===== src/rtl/lcd1602_pkg.sv =====
// Shared types and constants for the HD44780-compatible LCD responder.
// AC stepping rules live here so the top and any future mirror logic agree.
package lcd1602_pkg;

    localparam logic [7:0] SPACE       = 8'h20;
    localparam logic [6:0] AC_L0_END   = 7'h27;
    localparam logic [6:0] AC_L1_START = 7'h40;
    localparam logic [6:0] AC_L1_END   = 7'h67;
    localparam logic [5:0] DDRAM_HOLE  = 6'h28;

    localparam logic [7:0] OP_DDRAM = 8'h80;
    localparam logic [7:0] OP_CGRAM = 8'h40;
    localparam logic [7:0] OP_FUNC  = 8'h20;
    localparam logic [7:0] OP_SHIFT = 8'h10;
    localparam logic [7:0] OP_DISP  = 8'h08;
    localparam logic [7:0] OP_ENTRY = 8'h04;
    localparam logic [7:0] OP_HOME  = 8'h02;
    localparam logic [7:0] OP_CLEAR = 8'h01;

    typedef enum logic [1:0] {ST_IDLE, ST_EN_HIGH, ST_EXEC} state_e;
    typedef enum logic {TGT_DDRAM, TGT_CGRAM} target_e;

    typedef struct packed {
        logic       en;
        logic       rs;
        logic       rw;
        logic [7:0] data;
    } bus_t;

    typedef struct packed {
        logic       rs;
        logic       rw;
        logic [7:0] data;
    } cmd_t;

    // EN resets high so a pulse already in flight at reset release is not seen as a rise
    localparam bus_t BUS_IDLE = '{en: 1'b1, rs: 1'b0, rw: 1'b0, data: 8'h00};

    function automatic logic [6:0] ac_step(input logic [6:0] ac, input logic inc);
        if (inc) begin
            if (ac == AC_L0_END)      return AC_L1_START;
            else if (ac == AC_L1_END) return 7'h00;
            else                      return ac + 7'd1;
        end else begin
            if (ac == 7'h00)            return AC_L1_END;
            else if (ac == AC_L1_START) return AC_L0_END;
            else                        return ac - 7'd1;
        end
    endfunction

    function automatic logic ac_visible(input logic [6:0] ac);
        return ac[5:4] == 2'b00;
    endfunction

    function automatic logic [4:0] ac_index(input logic [6:0] ac);
        return {ac[6], ac[3:0]};
    endfunction

endpackage


===== src/rtl/lcd_busy_timer.sv =====
// Down-counter producing the HD44780 busy flag; a load overrides the count.
module lcd_busy_timer #(
    parameter int              CNT_W     = 17,
    parameter logic [CNT_W-1:0] RESET_VAL = '1
) (
    input  logic             clk,
    input  logic             rst_n,
    input  logic             load,
    input  logic [CNT_W-1:0] load_val,
    output logic             busy
);
    logic [CNT_W-1:0] cnt_q, cnt_d;

    always_comb begin
        cnt_d = cnt_q;
        if (load)
            cnt_d = load_val;
        else if (cnt_q != '0)
            cnt_d = cnt_q - 1'b1;
    end

    always_ff @(posedge clk) begin
        if (!rst_n) cnt_q <= RESET_VAL;
        else        cnt_q <= cnt_d;
    end

    assign busy = (cnt_q != '0);

endmodule


===== src/rtl/lcd1602_responder.sv =====
// Panel-side HD44780/1602 model: synchronizes the bus, executes on EN fall,
// keeps a 2x16 DDRAM image and answers status/data reads.
module lcd1602_responder
    import lcd1602_pkg::*;
#(
    parameter int BUSY_SHORT_CYC = 2000,
    parameter int BUSY_LONG_CYC  = 76500,
    parameter int SYNC_STAGES    = 2
) (
    input  logic       iclk,
    input  logic       irst,
    input  logic       LCD_EN,
    input  logic       LCD_RS,
    input  logic       LCD_RW,
    input  logic [7:0] LCD_DATA_IN,
    output logic [7:0] LCD_DATA_OUT,
    output logic       LCD_DATA_OE,
    input  logic [4:0] rd_addr,
    output logic [7:0] rd_char,
    output logic       busy,
    output logic       disp_on,
    output logic [6:0] cursor_addr,
    output logic       cmd_dropped
);
    localparam int CNT_W = $clog2(BUSY_LONG_CYC + 1);

    bus_t [SYNC_STAGES-1:0] sync_q, sync_d;
    bus_t             bus_in, bus_s;
    state_e           state_q, state_d;
    target_e          tgt_q, tgt_d;
    cmd_t             cmd_q, cmd_d;
    logic             en_prev_q, en_prev_d;
    logic [6:0]       ac_q, ac_d;
    logic             id_q, id_d;
    logic [2:0]       dcb_q, dcb_d;
    logic [31:0][7:0] ddram_q, ddram_d;
    logic             clearing_q, clearing_d;
    logic [4:0]       clr_idx_q, clr_idx_d;
    logic [7:0]       data_out_q, data_out_d;
    logic             oe_q, oe_d;
    logic [7:0]       rd_char_q, rd_char_d;
    logic             dropped_q, dropped_d;
    logic             ld, busy_w, en_rise;
    logic [CNT_W-1:0] ld_val;
    logic [7:0]       rd_val, status;

    lcd_busy_timer #(.CNT_W(CNT_W), .RESET_VAL(CNT_W'(BUSY_LONG_CYC))) u_busy (
        .clk(iclk), .rst_n(irst), .load(ld), .load_val(ld_val), .busy(busy_w)
    );

    always_comb begin
        bus_in = '{en: LCD_EN, rs: LCD_RS, rw: LCD_RW, data: LCD_DATA_IN};
        sync_d = sync_q;
        sync_d[0] = bus_in;
        for (int i = 1; i < SYNC_STAGES; i++) sync_d[i] = sync_q[i-1];
        bus_s = sync_q[SYNC_STAGES-1];
    end

    always_comb begin
        state_d    = state_q;
        tgt_d      = tgt_q;
        cmd_d      = cmd_q;
        ac_d       = ac_q;
        id_d       = id_q;
        dcb_d      = dcb_q;
        ddram_d    = ddram_q;
        clearing_d = clearing_q;
        clr_idx_d  = clr_idx_q;
        data_out_d = data_out_q;
        oe_d       = oe_q;
        dropped_d  = 1'b0;
        ld         = 1'b0;
        ld_val     = CNT_W'(BUSY_SHORT_CYC);
        en_prev_d  = bus_s.en;
        en_rise    = bus_s.en & ~en_prev_q;
        rd_val     = ac_visible(ac_q) ? ddram_q[ac_index(ac_q)] : SPACE;
        status     = {busy_w, ac_q};
        rd_char_d  = ddram_q[rd_addr];

        // Clear sweeps one byte per cycle, well inside its long busy window
        if (clearing_q) begin
            ddram_d[clr_idx_q] = SPACE;
            clr_idx_d = clr_idx_q + 5'd1;
            if (clr_idx_q == 5'd31) clearing_d = 1'b0;
        end

        case (state_q)
            ST_IDLE: begin
                if (en_rise) begin
                    state_d = ST_EN_HIGH;
                    cmd_d   = '{rs: bus_s.rs, rw: bus_s.rw, data: bus_s.data};
                    oe_d    = bus_s.rw;
                    if (bus_s.rw) data_out_d = bus_s.rs ? rd_val : status;
                end
            end
            ST_EN_HIGH: begin
                if (bus_s.en) begin
                    cmd_d = '{rs: bus_s.rs, rw: bus_s.rw, data: bus_s.data};
                    oe_d  = bus_s.rw;
                    if (bus_s.rw) data_out_d = bus_s.rs ? rd_val : status;
                end else begin
                    state_d = ST_EXEC;
                    oe_d    = 1'b0;
                end
            end
            default: begin
                state_d = ST_IDLE;
                if (cmd_q.rw) begin
                    if (cmd_q.rs) ac_d = ac_step(ac_q, id_q);
                end else if (busy_w) begin
                    dropped_d = 1'b1;
                end else if (cmd_q.rs) begin
                    ld = 1'b1;
                    if (tgt_q == TGT_DDRAM && ac_visible(ac_q))
                        ddram_d[ac_index(ac_q)] = cmd_q.data;
                    ac_d = ac_step(ac_q, id_q);
                end else begin
                    ld = 1'b1;
                    if (|(cmd_q.data & OP_DDRAM)) begin
                        tgt_d = TGT_DDRAM;
                        ac_d  = (cmd_q.data[5:0] >= DDRAM_HOLE) ? 7'h00 : cmd_q.data[6:0];
                    end else if (|(cmd_q.data & OP_CGRAM)) begin
                        tgt_d = TGT_CGRAM;
                    end else if (|(cmd_q.data & OP_FUNC)) begin
                        tgt_d = tgt_q;
                    end else if (|(cmd_q.data & OP_SHIFT)) begin
                        if (!cmd_q.data[3]) ac_d = ac_step(ac_q, cmd_q.data[2]);
                    end else if (|(cmd_q.data & OP_DISP)) begin
                        dcb_d = cmd_q.data[2:0];
                    end else if (|(cmd_q.data & OP_ENTRY)) begin
                        id_d = cmd_q.data[1];
                    end else if (|(cmd_q.data & OP_HOME)) begin
                        ac_d   = 7'h00;
                        ld_val = CNT_W'(BUSY_LONG_CYC);
                    end else if (|(cmd_q.data & OP_CLEAR)) begin
                        ac_d       = 7'h00;
                        id_d       = 1'b1;
                        clearing_d = 1'b1;
                        clr_idx_d  = 5'd0;
                        ld_val     = CNT_W'(BUSY_LONG_CYC);
                    end
                end
            end
        endcase
    end

    always_ff @(posedge iclk) begin
        if (!irst) begin
            for (int i = 0; i < SYNC_STAGES; i++) sync_q[i] <= BUS_IDLE;
            state_q    <= ST_IDLE;
            tgt_q      <= TGT_DDRAM;
            cmd_q      <= '0;
            en_prev_q  <= 1'b1;
            ac_q       <= 7'h00;
            id_q       <= 1'b1;
            dcb_q      <= 3'b000;
            ddram_q    <= {32{SPACE}};
            clearing_q <= 1'b0;
            clr_idx_q  <= 5'd0;
            data_out_q <= 8'h00;
            oe_q       <= 1'b0;
            rd_char_q  <= SPACE;
            dropped_q  <= 1'b0;
        end else begin
            sync_q     <= sync_d;
            state_q    <= state_d;
            tgt_q      <= tgt_d;
            cmd_q      <= cmd_d;
            en_prev_q  <= en_prev_d;
            ac_q       <= ac_d;
            id_q       <= id_d;
            dcb_q      <= dcb_d;
            ddram_q    <= ddram_d;
            clearing_q <= clearing_d;
            clr_idx_q  <= clr_idx_d;
            data_out_q <= data_out_d;
            oe_q       <= oe_d;
            rd_char_q  <= rd_char_d;
            dropped_q  <= dropped_d;
        end
    end

    assign LCD_DATA_OUT = data_out_q;
    assign LCD_DATA_OE  = oe_q;
    assign rd_char      = rd_char_q;
    assign busy         = busy_w;
    assign disp_on      = dcb_q[2];
    assign cursor_addr  = ac_q;
    assign cmd_dropped  = dropped_q;

endmodule

===== config.mk =====
export PLATFORM = sky130hd
export DESIGN_NAME = lcd1602_responder
export DESIGN_NICKNAME = d
export VERILOG_FILES = /design/src/rtl/lcd1602_pkg.sv /design/src/rtl/lcd_busy_timer.sv /design/src/rtl/lcd1602_responder.sv
export SDC_FILE = /design/constraint.sdc
export NUM_CORES = 1
export LEC_CHECK = 0
export CELL_PAD_IN_SITES_DETAIL_PLACEMENT = 1
export CELL_PAD_IN_SITES_GLOBAL_PLACEMENT = 2
export CORE_MARGIN = 2
export CORE_UTILIZATION = 35
export CTS_CLUSTER_DIAMETER = 50
export DETAILED_ROUTE_END_ITERATION = 8
export PLACE_DENSITY = 0.78
export SLEW_MARGIN = 20
export SYNTH_ARGS = -nofsm -noshare
export SYNTH_HDL_FRONTEND = slang
export SYNTH_SLANG_ARGS = --single-unit

===== constraint.sdc =====
create_clock -name iclk -period 3.7 [get_ports iclk]
set_clock_uncertainty 0.15 [all_clocks]
set_input_delay 0.74 -clock iclk [delete_from_list [all_inputs] [get_ports iclk]]
set_output_delay 0.74 -clock iclk [all_outputs]
set_load 0.005 [all_outputs]

==> run_results.csv, run 1 <==
group,metric,value,unit
logic_synthesis,async_reset_ff_share,0,%
pwr,p_comb_share,3.4,%
pwr,p_sw_share,23.3,%
sta,tightest_slew,1050,ps
global_route,globalRouteOverflowTotal,0,
pwr,p_sw,1990,uW
pwr,p_leak,0.00658,uW
floorplanning,start_util,35.2,%
cts,cts_root_buf,"clkbuf_16",
global_route,grt_pass1_wl,101000,um
detailed_routing,drc,0,
finish,layout_commonest_cell,"dfxtp_1",
pwr,clock_power_share,53.0,%
cts,cts_sinks,342,
finish,layout-drive-gt1-share,19.5,%
critical_path,r2r-start,"cursor_addr[0]$_SDFFE_PN0P_",
floorplanning,num_rows,82,
placement,port_buffers,44,
pwr,seq_power_share,43.6,%
finish,area_growth,14.2,%
sta,period_needed,3500,ps
pwr,p_per_area,426,nW/um^2
sta,fin_tns_setup,0,ps
detailed_routing,drt_iter0_drc,1569,
critical_path,endpoint_kind,"primary output",
sta,holdWs,261,ps
finish,seq_area,6850,um^2
floorplanning,core-area,49800,um^2
logic_synthesis,yosysSeqAreaShare,39.0,%
logic_synthesis,netlist_area,17500,um^2
detailed_routing,drt-wirelength-per-cell,28.6,um
logic_synthesis,synth-edff-count,0,
detailed_routing,dr_total_vias,15200,
global_route,grt_usage,25.7,%
critical_path,critical_path_arrival,2610,ps
logic_synthesis,ys_ff_latch,342,
finish,fin_util,40.2,%
sta,fmax,285,MHz
logic_synthesis,ys_types,72,
finish,n_antenna_cell,0,
worst_hold_path,worstHoldStart,"sync_d[21]$_SDFF_PN1_",
logic_synthesis,synthCells,1688,
sta,hold_violations,0,
sta,slew_headroom,29.5,%
logic_synthesis,syn-num-nets,1716,
floorplanning,dieArea,51900,um^2
detailed_routing,wl,68000,um
finish,nNetsFinal,1704,
pwr,p_int,6550,uW
floorplanning,boundaryPins,45,
worst_hold_path,holdCritPathClass,"register to register",
cts,cts_buffer_depth,3,
sta,finalSetupViolCount,0,
run_status,status,"finished, final reports clean",
sta,drv_slew,0,
logic_synthesis,ys.flop_type,"dfxtp_1",
cts,numCtsBuffers,44,
critical_path,startpoint,"u_busy.cnt_q[1]$_SDFFE_PN0P_",
detailed_routing,firstDrtPassIters,5,
finish,final_cell_mix,"dfxtp_1, o211ai_1, o21ai_1",
floorplanning,die_h,228,um
sta,period_share,94.7,%
sta,rsz0062_at_grt,"no",
cts,clk_pin_slew,50,ps
cts,cts_hold_buf,0,
critical_path,critPathMaxFanout,5,
logic_synthesis,ys_warn_count,0,
global_route,grt_max_degree,64,
cts,clk_latency,570,ps
global_route,grt_pass1_vias,15300,
cts,cts_tree,"done",
critical_path,worst_setup_path_start_kind,"register",
finish,multiInputGateArea,9870,um^2
finish,fillers,5436,
detailed_routing,viasPerCell,6.40,
placement,place.detailed.hpwl,44900,um
critical_path,crit_required,2810,ps
placement,globalplace.congestion,0.865,
critical_path,critPathKind,"register to primary output",
pwr,peakVddDrop,0.264,mV
global_route,antenna_found_initial,1,
floorplanning,die_width,228,um
logic_synthesis,syn_area_per_cell,10.4,um^2
cts,htreeDepth,2,
flow_run,max-cap-violations,0,
detailed_routing,route.antenna.remaining_nets,0,
-- layer usage --
layer  track usage [%]  wire length (um)  share of wire (%)
met1              34.7             28400                 42
met2              40.8             31400                 46
met3              4.58              5530                8.1
met5                 0                13              0.019
met4              10.0              2640                3.9
-- synth_stat cells, types with 19 or more instances --
library cell	instances	area, um^2
a21oi_1	27	135
and2_1	26	163
buf_2	32	160
clkbuf_1	94	353
dfxtp_1	342	6850
mux2i_1	49	490
mux4_2	143	3220
nand2_1	41	154
nand2_2	19	119
nor2_1	96	360
nor3_1	52	260
o211ai_1	227	1700
o21ai_1	224	1120
-- critical path: stages, from the launching register on --
cell and delay [ps]:
dfxtp_1 310, inv_1 120, ha_1 220, nor3b_2 300, nand4_1 290, nor2_4 230, inv_1 110, clkdlybuf4s50_1 460
-- registers in the layout, summed over array words and instances, names as in the netlist, 2 cells and up --
| register | count |
|---|---|
| state_q | 2 |
| LCD_DATA_OUT | 8 |
| rd_char | 8 |
| ddram_q | 256 |
| cursor_addr | 7 |
| bus_s | 10 |
| clr_idx_q | 5 |
| cmd_q | 10 |
| sync_d | 11 |
| u_busy.cnt_q | 17 |
-- final cells by class --
cell class / instances / area share, %
Clock buffer: 63 / 6.51
Clock inverter: 16 / 1.08
Inverter: 15 / 0.287
Multi-Input combinational cell: 1177 / 49.3
Sequential cell: 342 / 34.2
Tap cell: 672 / 4.20
Timing Repair Buffer: 96 / 4.40
-- cell families (layout without fill, tap and decap cells) --
| logic type | Yosys count | in the layout | share of synthesized area (%) |
|---|---|---|---|
| buf+inv | 169 | 190 | 4.77 |
| compound gates | 589 | 589 | 21.7 |
| simple gates | 371 | 371 | 11.8 |
| mux | 195 | 195 | 21.4 |
| xor+xnor | 12 | 12 | 0.599 |
| fa+ha+maj | 10 | 10 | 0.714 |
| flops | 342 | 342 | 39.0 |
-- power groups by stage --
stage,sequential [uW],clock (uW),combinational [uW]
floorplan,3790,0,183
global placement,3800,0,282
detailed placement,3800,0,287
CTS,3720,4570,289
global route,3720,4730,309
finish,3720,4520,291
-- metrics by stage --
stage                     std cells  area (um^2)  worst slack [ps]  power (uW)
after CTS                      2377        20000            0.0253        8580
final                          2381        20000               196        8530
after floorplan                1688        17500               961        3980
after global routing           2381        20000              70.2        8760
after global placement         2298        18500               563        4080
after detailed placement       2298        18500               471        4090
-- final timing paths --
kind	end	slack [ps]	cells after the start
max reg2reg	LCD_DATA_OUT[1]$_SDFFE_PN0P_	550	6
min reg2reg	en_prev_d$_SDFF_PN1_	260	1
min	en_prev_d$_SDFF_PN1_	260	1
max	busy	200	7
-- what timing repair did --
item	in CTS	in global routing
pin swaps	0	2
buffers inserted	0	4
resized for setup	1	1
endpoints found under the setup margin	1	1
Note: power is estimated with default switching activity, not from simulation.
==> inputs of run 2 (changes only) <==
--- a/config.mk
+++ b/config.mk
@@ -7,7 +7,6 @@
 export LEC_CHECK = 0
 export CELL_PAD_IN_SITES_DETAIL_PLACEMENT = 1
 export CELL_PAD_IN_SITES_GLOBAL_PLACEMENT = 2
-export CORE_MARGIN = 2
 export CORE_UTILIZATION = 35
 export CTS_CLUSTER_DIAMETER = 50
 export DETAILED_ROUTE_END_ITERATION = 8
==> run 2 against run 1 <==
Total power about the same. Critical path depth fell by 2. Largest power group unchanged. Utilization is 0.58 points higher. Global-route usage grew 1.4 points. Non-clock buffer count increased by 5. Sequential share of layout area is 0.070 points lower. Critical endpoint unchanged.
==> run_results.csv, run 2 (same netlist as run 1, synthesis figures left out) <==
group,metric,value,unit
global_route,grt_pass1_wl,103000,um
finish,n_antenna_cell,0,
sta,drv_slew,0,
detailed_routing,drc,0,
sta,fmax,279,MHz
sta,holdWs,259,ps
finish,fillers,5346,
pwr,p_sw_share,23.1,%
floorplanning,start_util,35.7,%
global_route,grt_pass1_vias,15600,
cts,clk_latency,590,ps
finish,top_register,"ddram_q",
floorplanning,core-area,49200,um^2
sta,finalSetupViolCount,0,
finish,area_growth,14.4,%
run_status,status,"finished, final reports clean",
pwr,peakVddDrop,0.258,mV
cts,numCtsBuffers,45,
finish,layout-drive-gt1-share,19.7,%
pwr,p_comb_share,3.4,%
global_route,grt_max_degree,57,
detailed_routing,dr_total_vias,15300,
global_route,antenna_found_initial,0,
detailed_routing,firstDrtPassIters,5,
floorplanning,die_h,226,um
sta,rsz0062_at_grt,"no",
detailed_routing,route.antenna.remaining_nets,0,
flow_run,max-cap-violations,0,
detailed_routing,viasPerCell,6.41,
pwr,p_leak,0.00660,uW
sta,fin_tns_setup,0,ps
pwr,seq_power_share,43.6,%
cts,htreeDepth,2,
global_route,grt_usage,27.1,%
sta,slew_headroom,31.9,%
sta,period_needed,3580,ps
floorplanning,dieArea,51000,um^2
pwr,p_int,6560,uW
sta,tightest_slew,1020,ps
cts,cts_buffer_depth,3,
floorplanning,die_width,226,um
floorplanning,boundaryPins,45,
worst_hold_path,holdCritPathClass,"register to register",
finish,largest_reg_flops,256,
cts,cts_tree,"done",
critical_path,critPathKind,"register to primary output",
floorplanning,num_rows,81,
finish,layout_commonest_cell,"dfxtp_1",
pwr,p_sw,1980,uW
finish,nNetsFinal,1710,
sta,hold_violations,0,
global_route,globalRouteOverflowTotal,0,
detailed_routing,wl,68000,um
cts,cts_sinks,342,
placement,port_buffers,44,
pwr,p_per_area,426,nW/um^2
detailed_routing,drt_iter0_drc,1398,
critical_path,endpoint_kind,"primary output",
critical_path,crit_required,2810,ps
placement,globalplace.congestion,0.901,
placement,place.detailed.hpwl,45600,um
critical_path,critPathMaxFanout,9,
finish,final_cell_mix,"dfxtp_1, o211ai_1, o21ai_1",
critical_path,critical_path_arrival,2690,ps
finish,instances_no_fill,2380,
cts,cts_hold_buf,0,
critical_path,worst_setup_path_start_kind,"register",
cts,cts_root_buf,"clkbuf_16",
detailed_routing,drt-wirelength-per-cell,28.6,um
cts,clk_pin_slew,60,ps
placement,dp.cells,2298,
sta,period_share,96.7,%
pwr,clock_power_share,53.0,%
-- run 2: layout make-up --
| cell class | count | area, um^2 | share of cell area, % |
|---|---|---|---|
| Clock inverter | 19 | 238 | 1.18 |
| Tap cell | 664 | 831 | 4.14 |
| Timing Repair Buffer | 101 | 918 | 4.58 |
| Inverter | 15 | 57.6 | 0.287 |
| Sequential cell | 342 | 6850 | 34.2 |
| Clock buffer | 62 | 1300 | 6.49 |
| Multi-Input combinational cell | 1177 | 9860 | 49.2 |
-- run 2: per-layer routing --
layer | track usage, % | vias to the layer above | share of wire, %
li1 | - | 6582 | -
met1 | 36.4 | 7875 | 43
met2 | 42.7 | 656 | 46
met3 | 4.25 | 152 | 6.9
met4 | 12.0 | 0 | 4.4
met5 | 0 | - | 0
-- run 2: critical path: stages, from the launching register on --
cell             delay (ps)
dfxtp_1                 350
or4_4                   590
or2_2                   330
nor2_4                  230
inv_1                   140
clkdlybuf4s50_1         470
-- run 2: final timing paths --
check | start | end | slack, ps | cells past startpoint
setup / recovery | u_busy.cnt_q[12]$_SDFFE_PN0P_ | busy | 120 | 5
hold / removal | sync_d[21]$_SDFF_PN1_ | en_prev_d$_SDFF_PN1_ | 260 | 1
setup reg to reg | cursor_addr[0]$_SDFFE_PN0P_ | LCD_DATA_OUT[1]$_SDFFE_PN0P_ | 790 | 7
hold reg to reg | sync_d[21]$_SDFF_PN1_ | en_prev_d$_SDFF_PN1_ | 260 | 1
-- run 2: repair_timing --
item,CTS,global route
endpoints found under the hold margin,0,0
setup buffers,1,0
resized for setup,1,0
setup endpoints to repair,1,0
-- run 2: metrics by stage --
step	setup WS (ps)	power [uW]	util [%]	cell area [um^2]
finish	121	8540	40.8	20100
global route	33.3	8770	40.8	20100
CTS	103	8610	40.8	20100
detailed placement	479	4090	37.7	18500
global placement	596	4080	37.7	18500
floorplan	961	3980	-	17500
-- run 2: power by group through the flow --
| stage | Combinational, uW | Clock [uW] | Sequential, uW |
|---|---|---|---|
| 2_1_floorplan | 183 | 0 | 3790 |
| 3_3_place_gp | 283 | 0 | 3800 |
| 3_5_place_dp | 287 | 0 | 3800 |
| 4_1_cts | 288 | 4600 | 3720 |
| 5_1_grt | 309 | 4740 | 3720 |
| 6_report | 289 | 4530 | 3720 |
==> inputs of run 3 (changes only) <==
--- a/config.mk
+++ b/config.mk
@@ -7,10 +7,10 @@
 export LEC_CHECK = 0
 export CELL_PAD_IN_SITES_DETAIL_PLACEMENT = 1
 export CELL_PAD_IN_SITES_GLOBAL_PLACEMENT = 2
-export CORE_UTILIZATION = 35
+export CORE_UTILIZATION = 42
 export CTS_CLUSTER_DIAMETER = 50
 export DETAILED_ROUTE_END_ITERATION = 8
-export PLACE_DENSITY = 0.78
+export PLACE_DENSITY = 0.9
 export SLEW_MARGIN = 20
 export SYNTH_ARGS = -nofsm -noshare
 export SYNTH_HDL_FRONTEND = slang
==> run 3 against run 2 <==
Sequential power about the same. Worst hold slack better by 8.5 ps. The run now ends with DRC left. Sequential cell count unchanged. Register-to-register slack barely moved. Critical path type unchanged. Count of clock-buffer cells in the layout shrank 3. Wire length is 0.90% lower. Highest routed layer is now met5. First-iteration DRC count increased by 23%.
==> run_results.csv, run 3 (same netlist as run 1, synthesis figures left out) <==
group,metric,value,unit
floorplanning,core-area,41000,um^2
pwr,p_int,6710,uW
cts,cts_tree,"done",
cts,clk_latency,590,ps
floorplanning,dieArea,42600,um^2
placement,place.detailed.hpwl,44300,um
cts,cts_hold_buf,0,
floorplanning,boundaryPins,45,
placement,pre_cts_slack,483,ps
critical_path,critPathKind,"register to primary output",
critical_path,r2r-start,"cursor_addr[0]$_SDFFE_PN0P_",
sta,drv_slew,0,
finish,layout_commonest_cell,"dfxtp_1",
placement,dpl_cell_area,18400,um^2
detailed_routing,viasPerCell,6.90,
detailed_routing,wl,67400,um
pwr,clock_power_share,53.8,%
detailed_routing,drt_iter0_drc,1717,
finish,layout-drive-gt1-share,19.9,%
critical_path,r2r_slack,780,ps
critical_path,critical_path_arrival,2670,ps
global_route,globalRouteOverflowTotal,0,
sta,rsz0062_at_grt,"no",
pwr,seq_power_share,43.0,%
critical_path,slowest_delay,460,ps
cts,numCtsBuffers,43,
pwr,peakVddDrop,0.355,mV
detailed_routing,route.antenna.remaining_nets,0,
detailed_routing,drt-wirelength-per-cell,30.0,um
sta,tightest_slew,1010,ps
pwr,p_comb_share,3.3,%
sta,setup_ws,141,ps
flow_run,max-cap-violations,0,
detailed_routing,drc,4,
sta,fin_tns_setup,0,ps
detailed_routing,dr_total_vias,15500,
run_status,violations,"DRC",
run_status,status,"finished with violations",
global_route,grt_max_degree,64,
critical_path,cp_slowest_cell,"clkdlybuf4s50_1",
finish,seq_area,6850,um^2
finish,fillers,4357,
sta,finalSetupViolCount,0,
finish,nNetsFinal,1714,
global_route,antenna_found_initial,3,
sta,hold_violations,0,
worst_hold_path,min_path_cells,1,
critical_path,rr_worst_depth,6,
critical_path,critPathMaxFanout,6,
critical_path,worst_setup_path_start_kind,"register",
cts,cts_buffer_depth,3,
floorplanning,start_util,42.7,%
global_route,grt_pass1_wl,102000,um
critical_path,crit_required,2810,ps
finish,stdcell_area,20000,um^2
sta,period_needed,3560,ps
placement,port_buffers,44,
placement,globalplace.congestion,0.932,
critical_path,path_cells,"inv_1, ha_1, nor3b_2, nand4_1, nor2_4, inv_1, clkdlybuf4s50_1",
floorplanning,die_h,206,um
sta,period_share,96.2,%
critical_path,worstReg2RegEnd,"LCD_DATA_OUT[5]$_SDFFE_PN0P_",
cts,cts_sinks,342,
finish,top_register,"ddram_q",
pwr,p_leak,0.00666,uW
worst_hold_path,holdCritPathClass,"register to register",
cts,htreeDepth,2,
sta,slew_headroom,32.3,%
global_route,grt_usage,32.2,%
global_route,grt_pass1_vias,15900,
sta,fmax,281,MHz
critical_path,crit_path_frequent_cell,"inv_1",
finish,largest_reg_flops,256,
pwr,p_sw,1940,uW
finish,area_growth,13.9,%
pwr,p_sw_share,22.4,%
pwr,p_per_area,433,nW/um^2
detailed_routing,firstDrtPassIters,7,
finish,final_cell_mix,"dfxtp_1, o211ai_1, o21ai_1",
critical_path,endpoint_kind,"primary output",
floorplanning,num_rows,74,
finish,multiInputGateArea,9870,um^2
worst_hold_path,hold_path_end,"en_prev_d$_SDFF_PN1_",
floorplanning,die_width,206,um
cts,clk_pin_slew,60,ps
worst_hold_path,worstHoldStart,"sync_d[21]$_SDFF_PN1_",
cts,cts_root_buf,"clkbuf_16",
run 3: per-stage QoR:
stage               power [uW]  instances  hold slack [ps]  utilization, %
finish                    8650       2249              268            48.7
global placement          4070       2168              238            44.8
floorplan                 3980       1688              236               -
global route              8850       2249              283            48.7
detailed placement        4080       2168              256            44.8
CTS                       8670       2243              270            48.6
run 3: worst max-delay path: cells and delay by family (launching register included):
kind                     cells  cell delay, ps
flip-flops                   1             340
adder cells (fa/ha/maj)      1             210
AND/OR/NAND/NOR              3             850
buffers and inverters        3             680
run 3: worst max-delay path by stage:
stage	startpoint	endpoint	slack [ps]
2_1_floorplan	cursor_addr[1]$_SDFFE_PN0P_	cursor_addr[4]$_SDFFE_PN0P_	960
3_5_place_dp	u_busy.cnt_q[0]$_SDFFE_PN0P_	busy	480
5_1_grt	u_busy.cnt_q[0]$_SDFFE_PN0P_	busy	20
3_3_place_gp	u_busy.cnt_q[0]$_SDFFE_PN0P_	busy	600
6_report	u_busy.cnt_q[0]$_SDFFE_PN0P_	busy	140
4_1_cts	u_busy.cnt_q[0]$_SDFFE_PN0P_	busy	6
run 3: power by group through the flow:
stage	Combinational, uW	Sequential [uW]	Clock [uW]
6_report	282	3720	4650
5_1_grt	300	3720	4830
4_1_cts	278	3720	4670
3_5_place_dp	276	3800	0
3_3_place_gp	271	3800	0
2_1_floorplan	183	3790	0
run 3: area by class of cell:
class	instances	area share, %
Antenna cell	1	0.0125
Clock buffer	59	6.41
Clock inverter	16	1.41
Inverter	15	0.282
Multi-Input combinational cell	1177	49.4
Sequential cell	342	34.3
Tap cell	532	3.33
Timing Repair Buffer	107	4.82
run 3: repair_timing:
action                     4_1_cts  5_1_grt
gates resized for setup          1        0
pin swaps                        0        2
setup endpoints to repair        1        1
cloned                           0        0
buffers inserted                 0        5
run 3: per-layer routing:
metal | vias to the layer above | routed length [um] | share of wire, % | track usage, %
met2 | 852 | 31200 | 46 | 50.8
met4 | 4 | 3720 | 5.5 | 16.6
li1 | 6594 | - | - | -
met1 | 7825 | 26100 | 39 | 41.3
met3 | 232 | 6380 | 9.5 | 7.05
met5 | - | 22 | 0.033 | 0
